[config.mk]
export PLATFORM = sky130hd
export DESIGN_NAME = pipelined_adder
export DESIGN_NICKNAME = d
export VERILOG_FILES = /design/src/rtl/adder_pkg.sv /design/src/rtl/ripple_adder_chunk.sv /design/src/rtl/pipelined_adder.sv
export SDC_FILE = /design/constraint.sdc
export NUM_CORES = 1
export LEC_CHECK = 0
export BUFFER_PORTS_ARGS = -buffer_cell sky130_fd_sc_hd__clkbuf_2
export CORE_UTILIZATION = 35
export CTS_CLUSTER_SIZE = 16
export DETAILED_ROUTE_END_ITERATION = 16
export GPL_TIMING_DRIVEN = 0
export HOLD_SLACK_MARGIN = 0.05
export PLACE_DENSITY = 0.61
export SLEW_MARGIN = 20
export SYNTH_ARGS = -nofsm -noshare
export SYNTH_HDL_FRONTEND = slang
export SYNTH_SLANG_ARGS = --single-unit
[constraint.sdc]
create_clock -name CLK -period 3.4 [get_ports CLK]
set_input_delay 0 -clock CLK [delete_from_list [all_inputs] [get_ports CLK]]
set_output_delay 0 -clock CLK [all_outputs]
set_load 0.01 [all_outputs]
[src/rtl/adder_pkg.sv]
// rtl/adder_pkg.sv - shared constants and helpers for the pipelined add/subtract unit
package adder_pkg;

    localparam logic ADD    = 1'b0;
    localparam logic SUB_OP = 1'b1;

    function automatic int ceil_div(input int a, input int b);
        return (a + b - 1) / b;
    endfunction

endpackage

[src/rtl/ripple_adder_chunk.sv]
// rtl/ripple_adder_chunk.sv - combinational W-bit ripple slice built from full-adder cells
module ripple_adder_chunk #(
    parameter int W = 4
) (
    input  logic [W-1:0] A,
    input  logic [W-1:0] B,
    input  logic         CI,
    output logic [W-1:0] S,
    output logic         CO,
    output logic         C_MSB_IN
);

    logic [W:0] carry;

    // carry[i] is the carry into cell i; the chain is kept inside one process
    always_comb begin
        carry    = '0;
        S        = '0;
        carry[0] = CI;
        for (int i = 0; i < W; i++) begin
            S[i]       = A[i] ^ B[i] ^ carry[i];
            carry[i+1] = (A[i] & B[i]) | (carry[i] & (A[i] ^ B[i]));
        end
    end

    assign CO       = carry[W];
    assign C_MSB_IN = carry[W-1];

endmodule

[src/rtl/pipelined_adder.sv]
// rtl/pipelined_adder.sv - WIDTH-bit add/subtract pipelined in CHUNK-bit ripple slices with valid/ready
module pipelined_adder
    import adder_pkg::*;
#(
    parameter int WIDTH = 16,
    parameter int CHUNK = 4
) (
    input  logic             CLK,
    input  logic             RST_n,
    input  logic             in_valid,
    output logic             in_ready,
    input  logic [WIDTH-1:0] X,
    input  logic [WIDTH-1:0] Y,
    input  logic             C_in,
    input  logic             SUB,
    output logic             out_valid,
    input  logic             out_ready,
    output logic [WIDTH-1:0] Z,
    output logic             C_out,
    output logic             OVF
);

    localparam int STAGES = ceil_div(WIDTH, CHUNK);

    logic advance;

    // Element k is the input of stage k: element 0 comes from the ports, the rest from stage registers
    logic [STAGES-1:0][WIDTH-1:0] a_lnk;
    logic [STAGES-1:0][WIDTH-1:0] b_lnk;
    logic [STAGES-1:0][WIDTH-1:0] s_lnk;
    logic [STAGES-1:0]            c_lnk;
    logic [STAGES-1:0]            v_lnk;

    assign advance  = ~out_valid | out_ready;
    assign in_ready = advance;

    assign a_lnk[0] = X;
    assign b_lnk[0] = Y ^ {WIDTH{SUB}};
    assign c_lnk[0] = (SUB == SUB_OP) ? 1'b1 : C_in;
    assign s_lnk[0] = '0;
    assign v_lnk[0] = in_valid;

    for (genvar k = 0; k < STAGES; k++) begin : g_stage
        localparam int LO = k * CHUNK;
        localparam int SW = (k == STAGES - 1) ? (WIDTH - LO) : CHUNK;

        logic [SW-1:0]    slice;
        logic             co;
        logic             cmsb;
        logic [WIDTH-1:0] slice_ext;

        ripple_adder_chunk #(.W(SW)) u_chunk (
            .A        (a_lnk[k][LO +: SW]),
            .B        (b_lnk[k][LO +: SW]),
            .CI       (c_lnk[k]),
            .S        (slice),
            .CO       (co),
            .C_MSB_IN (cmsb)
        );

        assign slice_ext = WIDTH'(slice) << LO;

        if (k > 0) begin : g_consumed
            logic unused_consumed;
            assign unused_consumed = ^{a_lnk[k][LO-1:0], b_lnk[k][LO-1:0]};
        end

        if (k < STAGES - 1) begin : g_mid
            logic [WIDTH-1:0] a_q, a_d;
            logic [WIDTH-1:0] b_q, b_d;
            logic [WIDTH-1:0] s_q, s_d;
            logic             c_q, c_d;
            logic             v_q, v_d;
            logic             unused_cmsb;

            assign unused_cmsb = cmsb;

            always_comb begin
                a_d = a_q;
                b_d = b_q;
                s_d = s_q;
                c_d = c_q;
                v_d = v_q;
                if (advance) begin
                    a_d = a_lnk[k];
                    b_d = b_lnk[k];
                    s_d = s_lnk[k] | slice_ext;
                    c_d = co;
                    v_d = v_lnk[k];
                end
            end

            always_ff @(posedge CLK or negedge RST_n) begin
                if (!RST_n) begin
                    a_q <= '0;
                    b_q <= '0;
                    s_q <= '0;
                    c_q <= 1'b0;
                    v_q <= 1'b0;
                end else begin
                    a_q <= a_d;
                    b_q <= b_d;
                    s_q <= s_d;
                    c_q <= c_d;
                    v_q <= v_d;
                end
            end

            assign a_lnk[k+1] = a_q;
            assign b_lnk[k+1] = b_q;
            assign s_lnk[k+1] = s_q;
            assign c_lnk[k+1] = c_q;
            assign v_lnk[k+1] = v_q;
        end else begin : g_last
            logic [WIDTH-1:0] z_q, z_d;
            logic             co_q, co_d;
            logic             ovf_q, ovf_d;
            logic             v_q, v_d;

            // Signed overflow: carry into the MSB disagrees with carry out of it
            always_comb begin
                z_d   = z_q;
                co_d  = co_q;
                ovf_d = ovf_q;
                v_d   = v_q;
                if (advance) begin
                    z_d   = s_lnk[k] | slice_ext;
                    co_d  = co;
                    ovf_d = cmsb ^ co;
                    v_d   = v_lnk[k];
                end
            end

            always_ff @(posedge CLK or negedge RST_n) begin
                if (!RST_n) begin
                    z_q   <= '0;
                    co_q  <= 1'b0;
                    ovf_q <= 1'b0;
                    v_q   <= 1'b0;
                end else begin
                    z_q   <= z_d;
                    co_q  <= co_d;
                    ovf_q <= ovf_d;
                    v_q   <= v_d;
                end
            end

            assign Z         = z_q;
            assign C_out     = co_q;
            assign OVF       = ovf_q;
            assign out_valid = v_q;
        end
    end

endmodule

==> results of run 1 <==
==> flip-flops by register name, summed over array words and instances (netlist names) <==
| name | flops |
|---|---|
| g_stage.g_mid.a_q | 24 |
| g_stage.g_mid.c_q | 3 |
| g_stage.g_mid.s_q | 24 |
| OVF | 1 |
| out_valid | 1 |
| C_out | 1 |
| Z | 16 |
| g_stage.g_mid.b_q | 24 |
| g_stage.g_mid.v_q | 3 |
==> tightest hold or removal path: cells and delay by family <==
kind | cells | cell delay [ns]
mux | 1 | 0.15
xor+xnor | 1 | 0.11
buf+inv | 1 | 0.09
==> cell families after synthesis <==
| logic type | share of synthesized area [%] |
|---|---|
| xor+xnor | 3.496 |
| buf+inv | 4.642 |
| simple gates | 2.497 |
| fa+ha+maj | 7.521 |
| mux | 22.77 |
| flops | 56.99 |
| compound gates | 2.086 |
==> synth_stat cells, drive strengths merged <==
cell	number	area share, %
xor2	12	2.5
buf	13	2.2
mux2	83	22
nor3b	11	1.9
mux2i	2	0.47
nand2b	2	0.47
dfrtp	97	57
inv	26	2.3
clkbuf	2	0.18
xnor2	5	1.0
nor2	1	0.088
a21oi	11	2.1
fa	16	7.5
==> stage by stage <==
| step | worst slack, ns | power, W | instances |
|---|---|---|---|
| after floorplan | 1.078 | 0.003095 | 281 |
| after global placement | 0.7279 | 0.003542 | 480 |
| after detailed placement | 0.6472 | 0.003617 | 481 |
| after CTS | 1.010 | 0.004777 | 520 |
| after global routing | 0.9307 | 0.005056 | 521 |
| final | 1.071 | 0.004690 | 521 |
==> power by group <==
group	total, W	switching [W]	leakage (nW)	internal, W
registers	0.00197	0.000287	1.12	0.00168
clock network	0.00112	0.000411	0.161	0.000711
logic	0.00160	0.000695	1.14	0.000907
==> worst paths after layout <==
| check | end | slack [ns] | start |
|---|---|---|---|
| min in group asynchronous | Z[3] | 0.15 | RST_n |
| hold reg to reg | out_valid | 0.48 | g_stage[2].g_mid.v_q |
| hold / removal | g_stage[0].g_mid.b_q[8] | 0.05 | Y[8] |
| setup / recovery | g_stage[0].g_mid.s_q[3] | 1.07 | SUB |
| max in group asynchronous | C_out | 2.67 | RST_n |
| setup reg to reg | OVF | 1.16 | g_stage[2].g_mid.b_q[12] |
==> layer usage <==
| metal | up-vias | part of all wire [%] | track usage [%] |
|---|---|---|---|
| met5 | - | 0 | 0 |
| met2 | 41 | 49 | 22.82 |
| met4 | 0 | 1.7 | 4.800 |
| li1 | 1115 | - | - |
| met3 | 10 | 3.4 | 3.726 |
| met1 | 1234 | 46 | 17.97 |
==> area by class of cell <==
class / instances / area, um2 / share of cell area [%]
Clock buffer: 9 / 225.2 / 4.219
Clock inverter: 6 / 107.6 / 2.016
Sequential cell: 97 / 2427 / 45.48
Buffer: 15 / 100.1 / 1.875
Timing Repair Buffer: 82 / 566.8 / 10.62
Tap cell: 143 / 178.9 / 3.352
Multi-Input combinational cell: 143 / 1634 / 30.61
Inverter: 26 / 97.59 / 1.828
==> flow_metrics.tcl, run 1 <==
set metrics [dict create \
    outcome "finished with violations" \
    failed_checks "design-rule violations" \
    post-route-util_pct 45.96 \
    ys_types 18 \
    insertion_delay_ns 0.34 \
    rsz0062_at_grt "no" \
    slew_headroom_pct 68.59 \
    die_w_um 112.3 \
    drtIter0Drc 54 \
    portBuffers 56 \
    fmax_mhz 429.3 \
    holdWs_ns 0.04702 \
    area_delta_synth_final_pct 25.32 \
    crit_cells 11 \
    skew_ns 0.004239 \
    diodes 0 \
    antenna_left 0 \
    worstSetupPathType "in2reg" \
    gp_congestion 0.7089 \
    power_density_nw_per_um2 878.6 \
    holdPathStages 3 \
    place_hpwl_um 5565 \
    rows 39 \
    hold_violations 0 \
    ctsHtreeMaxLevel 3 \
    grt_overflow_total 0 \
    setup_tns_ns 0 \
    clock_path_buffers 2 \
    slowest_delay_ns 0.43 \
    cts_root_buf "clkbuf_16" \
    cts.sinks 97 \
    min_period_over_period_pct 68.51 \
    cts_resized 0 \
    grt_pass1_wl_um 13110 \
    grt_max_degree 54 \
    vdd_drop_max_v 0.0003178 \
    numCtsBuffers 9 \
    core_area_um2 11610 \
    crit_chain "buf_2 -> buf_4 -> xnor2_1 -> fa_1 -> inv_1 -> fa_1 -> inv_1 -> fa_1 -> inv_1 -> fa_1 -> mux2_2" \
    slew_viol_final 0 \
    synth_seq_cells 97 \
    holdBufCountCts 24 \
    fin_nets 428 \
    path_buf_inv 5 \
    synth_area_um2 4259 \
    drc_errors 1 \
    dieHeight_um 112.3 \
    die_area_um2 12610 \
    syn-instance-count 281 \
    antenna_found_initial 0 \
    worst_setup_path_start_kind "input port" \
    viasPerCell 4.607 \
    first_global_vias 2549 \
    drive_above_1_share_pct 47.09 \
    slowest_stage "fa_1" \
    maxCapViolations 0 \
    required_ns 3.62 \
    rr_worst_depth 9 \
    wl_per_cell_um 14.88 \
    cts_tree "built" \
    crit_top_cell "fa_1" \
    layout_common_cells "97 x dfrtp_1, 79 x mux2_2, 55 x clkbuf_2" \
    path_max_fanout 10 \
    placed_area_um2 4755 \
    syn_area_per_cell_um2 15.16 \
    fillers 1051 \
    start_util_pct 36.67 \
    yosysSeqAreaShare_pct 56.99 \
    dr.pass1.iters 10 \
    path_clk_slew_ns 0.06 \
    fin_area_um2 5338 \
    dr_total_vias 2400 \
    final_common_cell "dfrtp_1" \
    finalSetupViolations 0 \
    io_pins 58 \
    yosys_warnings 0 \
    track_usage_pct 13.94 \
    drt-total-wl_um 7754 \
    post_cts_buffers 0 \
    crit_arrival_ns 2.55 \
    layout_min_cycle_time_ns 2.329 \
    worst_pin_slew_ns 0.4712 \
    hp-class "in2reg" \
    cp-end-kind "flip-flop" \
    leakage_nw 2.423 \
    crit_family "adder cells" \
    syn_nets 335 \
]
(Power assumes the default switching activity.)
==> inputs of run 2 (changes only) <==
PLACE_DENSITY = 0.63   (was 0.61)
clock period = 1.9 ns   (was 3.4 ns; I/O delays follow)
==> run 2 against run 1 <==
  * The run ends with design-rule violations, negative setup slack left
  * Utilization grew 0.31 points
  * Wire length grew 0.99%
  * Clock power grew 54%
  * Via count grew 0.75%
  * Non-clock buffer count is the same
  * Die area is the same
  * Critical path type is now reg2reg
  * Largest cell class unchanged
  * Largest power group unchanged
==> flow_metrics.tcl, run 2 (synthesis results as in run 1) <==
set metrics [dict create \
    die_w_um 112.3 \
    io_pins 58 \
    antenna_left 0 \
    top_regs "g_stage.g_mid.a_q x24, g_stage.g_mid.b_q x24, g_stage.g_mid.s_q x24" \
    final_common_cell "dfrtp_1" \
    placed_area_um2 4826 \
    leakage_nw 2.416 \
    portBuffers 56 \
    crit_arrival_ns 2.37 \
    grt_overflow_total 0 \
    start_util_pct 36.67 \
    cp-end-kind "flip-flop" \
    grt_pass1_wl_um 13250 \
    hold_violations 0 \
    worstSetupPathType "reg2reg" \
    vdd_drop_max_v 0.0005603 \
    fmax_mhz 465.1 \
    place_hpwl_um 5533 \
    antenna_found_initial 0 \
    multi_input_area_um2 1717 \
    insertion_delay_ns 0.34 \
    wl_per_cell_um 15.00 \
    required_ns 2.12 \
    worst_pin_slew_ns 0.5699 \
    area_delta_synth_final_pct 26.17 \
    skew_ns 0.005429 \
    rows 39 \
    rsz0062_at_grt "yes" \
    swShare_pct 30.73 \
    seqCellArea_um2 2427 \
    first_global_vias 2557 \
    dieHeight_um 112.3 \
    p_seq_share_pct 41.4 \
    power_frac_clock_pct 20.3 \
    finalSetupViolations 5 \
    clock_path_buffers 2 \
    numCtsBuffers 9 \
    path_clk_slew_ns 0.06 \
    dr_total_vias 2418 \
    track_usage_pct 13.95 \
    fin_nets 428 \
    failed_checks "design-rule violations, negative setup slack" \
    grt_max_degree 77 \
    cts_root_buf "clkbuf_16" \
    core_area_um2 11610 \
    worst_setup_path_start_kind "flip-flop" \
    layout_min_cycle_time_ns 2.150 \
    place_ws_ns -0.3897 \
    power_density_nw_per_um2 1580 \
    slew_viol_final 0 \
    netSwitchingPower_w 0.002610 \
    setup_tns_ns -0.8394 \
    drtIter0Drc 88 \
    dr.pass1.iters 10 \
    power_frac_comb_pct 38.3 \
    viasPerCell 4.632 \
    drt-total-wl_um 7831 \
    layout_common_cells "97 x dfrtp_1, 75 x mux2_2, 55 x clkbuf_2" \
    outcome "finished with violations" \
    hp-class "in2reg" \
    drc_errors 3 \
    ctsHtreeMaxLevel 3 \
    setup_slack_ns -0.2499 \
    fillers 1048 \
    p_int_w 0.005883 \
    cts.sinks 97 \
    min_period_over_period_pct 113.2 \
    maxCapViolations 0 \
    slew_headroom_pct 62.00 \
    fin_area_um2 5374 \
    diodes 0 \
    gp_congestion 0.7195 \
    die_area_um2 12610 \
    cts_tree "built" \
    path_max_fanout 2 \
    drive_above_1_share_pct 55.15 \
]
## run 2: cell count changes in the layout (fill, tap and decap cells not counted), sizes merged
| cell | delta |
|---|---|
| dlygate4sd3 | -4 |
| clkbuf | +6 |
| clkinvlp | -1 |
| clkinv | -1 |
| bufinv | -3 |
| buf | +4 |
## run 2: per-layer routing
layer  GRT usage (%)  vias up  wire length, um
li1                -     1116                -
met5               0        -                0
met3           3.834       12              256
met4           5.956        0              161
met2           22.40       41             3718
met1           17.82     1249             3695
## run 2: cell type report
| class | count | area share [%] |
|---|---|---|
| inverters | 26 | 1.816 |
| well taps | 143 | 3.329 |
| repair buffers | 83 | 10.50 |
| clock buffers | 15 | 5.169 |
| flip-flops and latches | 97 | 45.17 |
| clock inverters | 1 | 0.1630 |
| multi-input cells | 143 | 31.94 |
| plain buffers | 14 | 1.909 |
## run 2: path summary, 6_finish.rpt
kind,depth (start not counted),startpoint,end,slack (ns)
worst max-delay path,9,g_stage[2].g_mid.b_q[12],OVF,-0.25
worst min-delay path,3,Y[12],g_stage[0].g_mid.b_q[12],0.05
worst max register to register,9,g_stage[2].g_mid.b_q[12],OVF,-0.25
worst min register to register,1,g_stage[2].g_mid.v_q,out_valid,0.46
max in group asynchronous,3,RST_n,g_stage[0].g_mid.b_q[11],1.21
min in group asynchronous,2,RST_n,g_stage[0].g_mid.s_q[2],0.08
## run 2: power groups by stage
| stage | Sequential, W | Clock (W) | Combinational, W |
|---|---|---|---|
| floorplan | 0.00351 | 0 | 0.00215 |
| global placement | 0.00354 | 0 | 0.00293 |
| detailed placement | 0.00357 | 0 | 0.00303 |
| CTS | 0.00353 | 0.00178 | 0.00318 |
| global route | 0.00364 | 0.00187 | 0.00361 |
| finish | 0.00352 | 0.00173 | 0.00325 |
## run 2: worst max-delay path, stage by stage (launching register included)
cell	delay, ns
dfrtp_1	0.38
fa_2	0.21
inv_2	0.04
fa_2	0.32
inv_2	0.06
fa_2	0.22
inv_2	0.04
fa_2	0.36
xnor2_2	0.15
mux2_4	0.25
## run 2: what timing repair did
item | 4_1_cts | 5_1_grt
hold buffers | 21 | 0
hold endpoints to repair | 117 | 0
gates resized for setup | 6 | 6
setup buffers | 2 | 3
pin swaps | 10 | 0
setup endpoints to repair | 8 | 10
## run 2: metrics by stage
| stage | cells | util (%) | power, W | hold slack, ns |
|---|---|---|---|---|
| after global placement | 480 | 41.24 | 0.006461 | 0.2362 |
| after floorplan | 281 | - | 0.005660 | -0.2956 |
| after CTS | 519 | 45.95 | 0.008489 | 0.05107 |
| after global routing | 522 | 46.27 | 0.009122 | 0.07042 |
| final | 522 | 46.27 | 0.008493 | 0.05257 |
| after detailed placement | 481 | 41.55 | 0.006603 | -0.1115 |
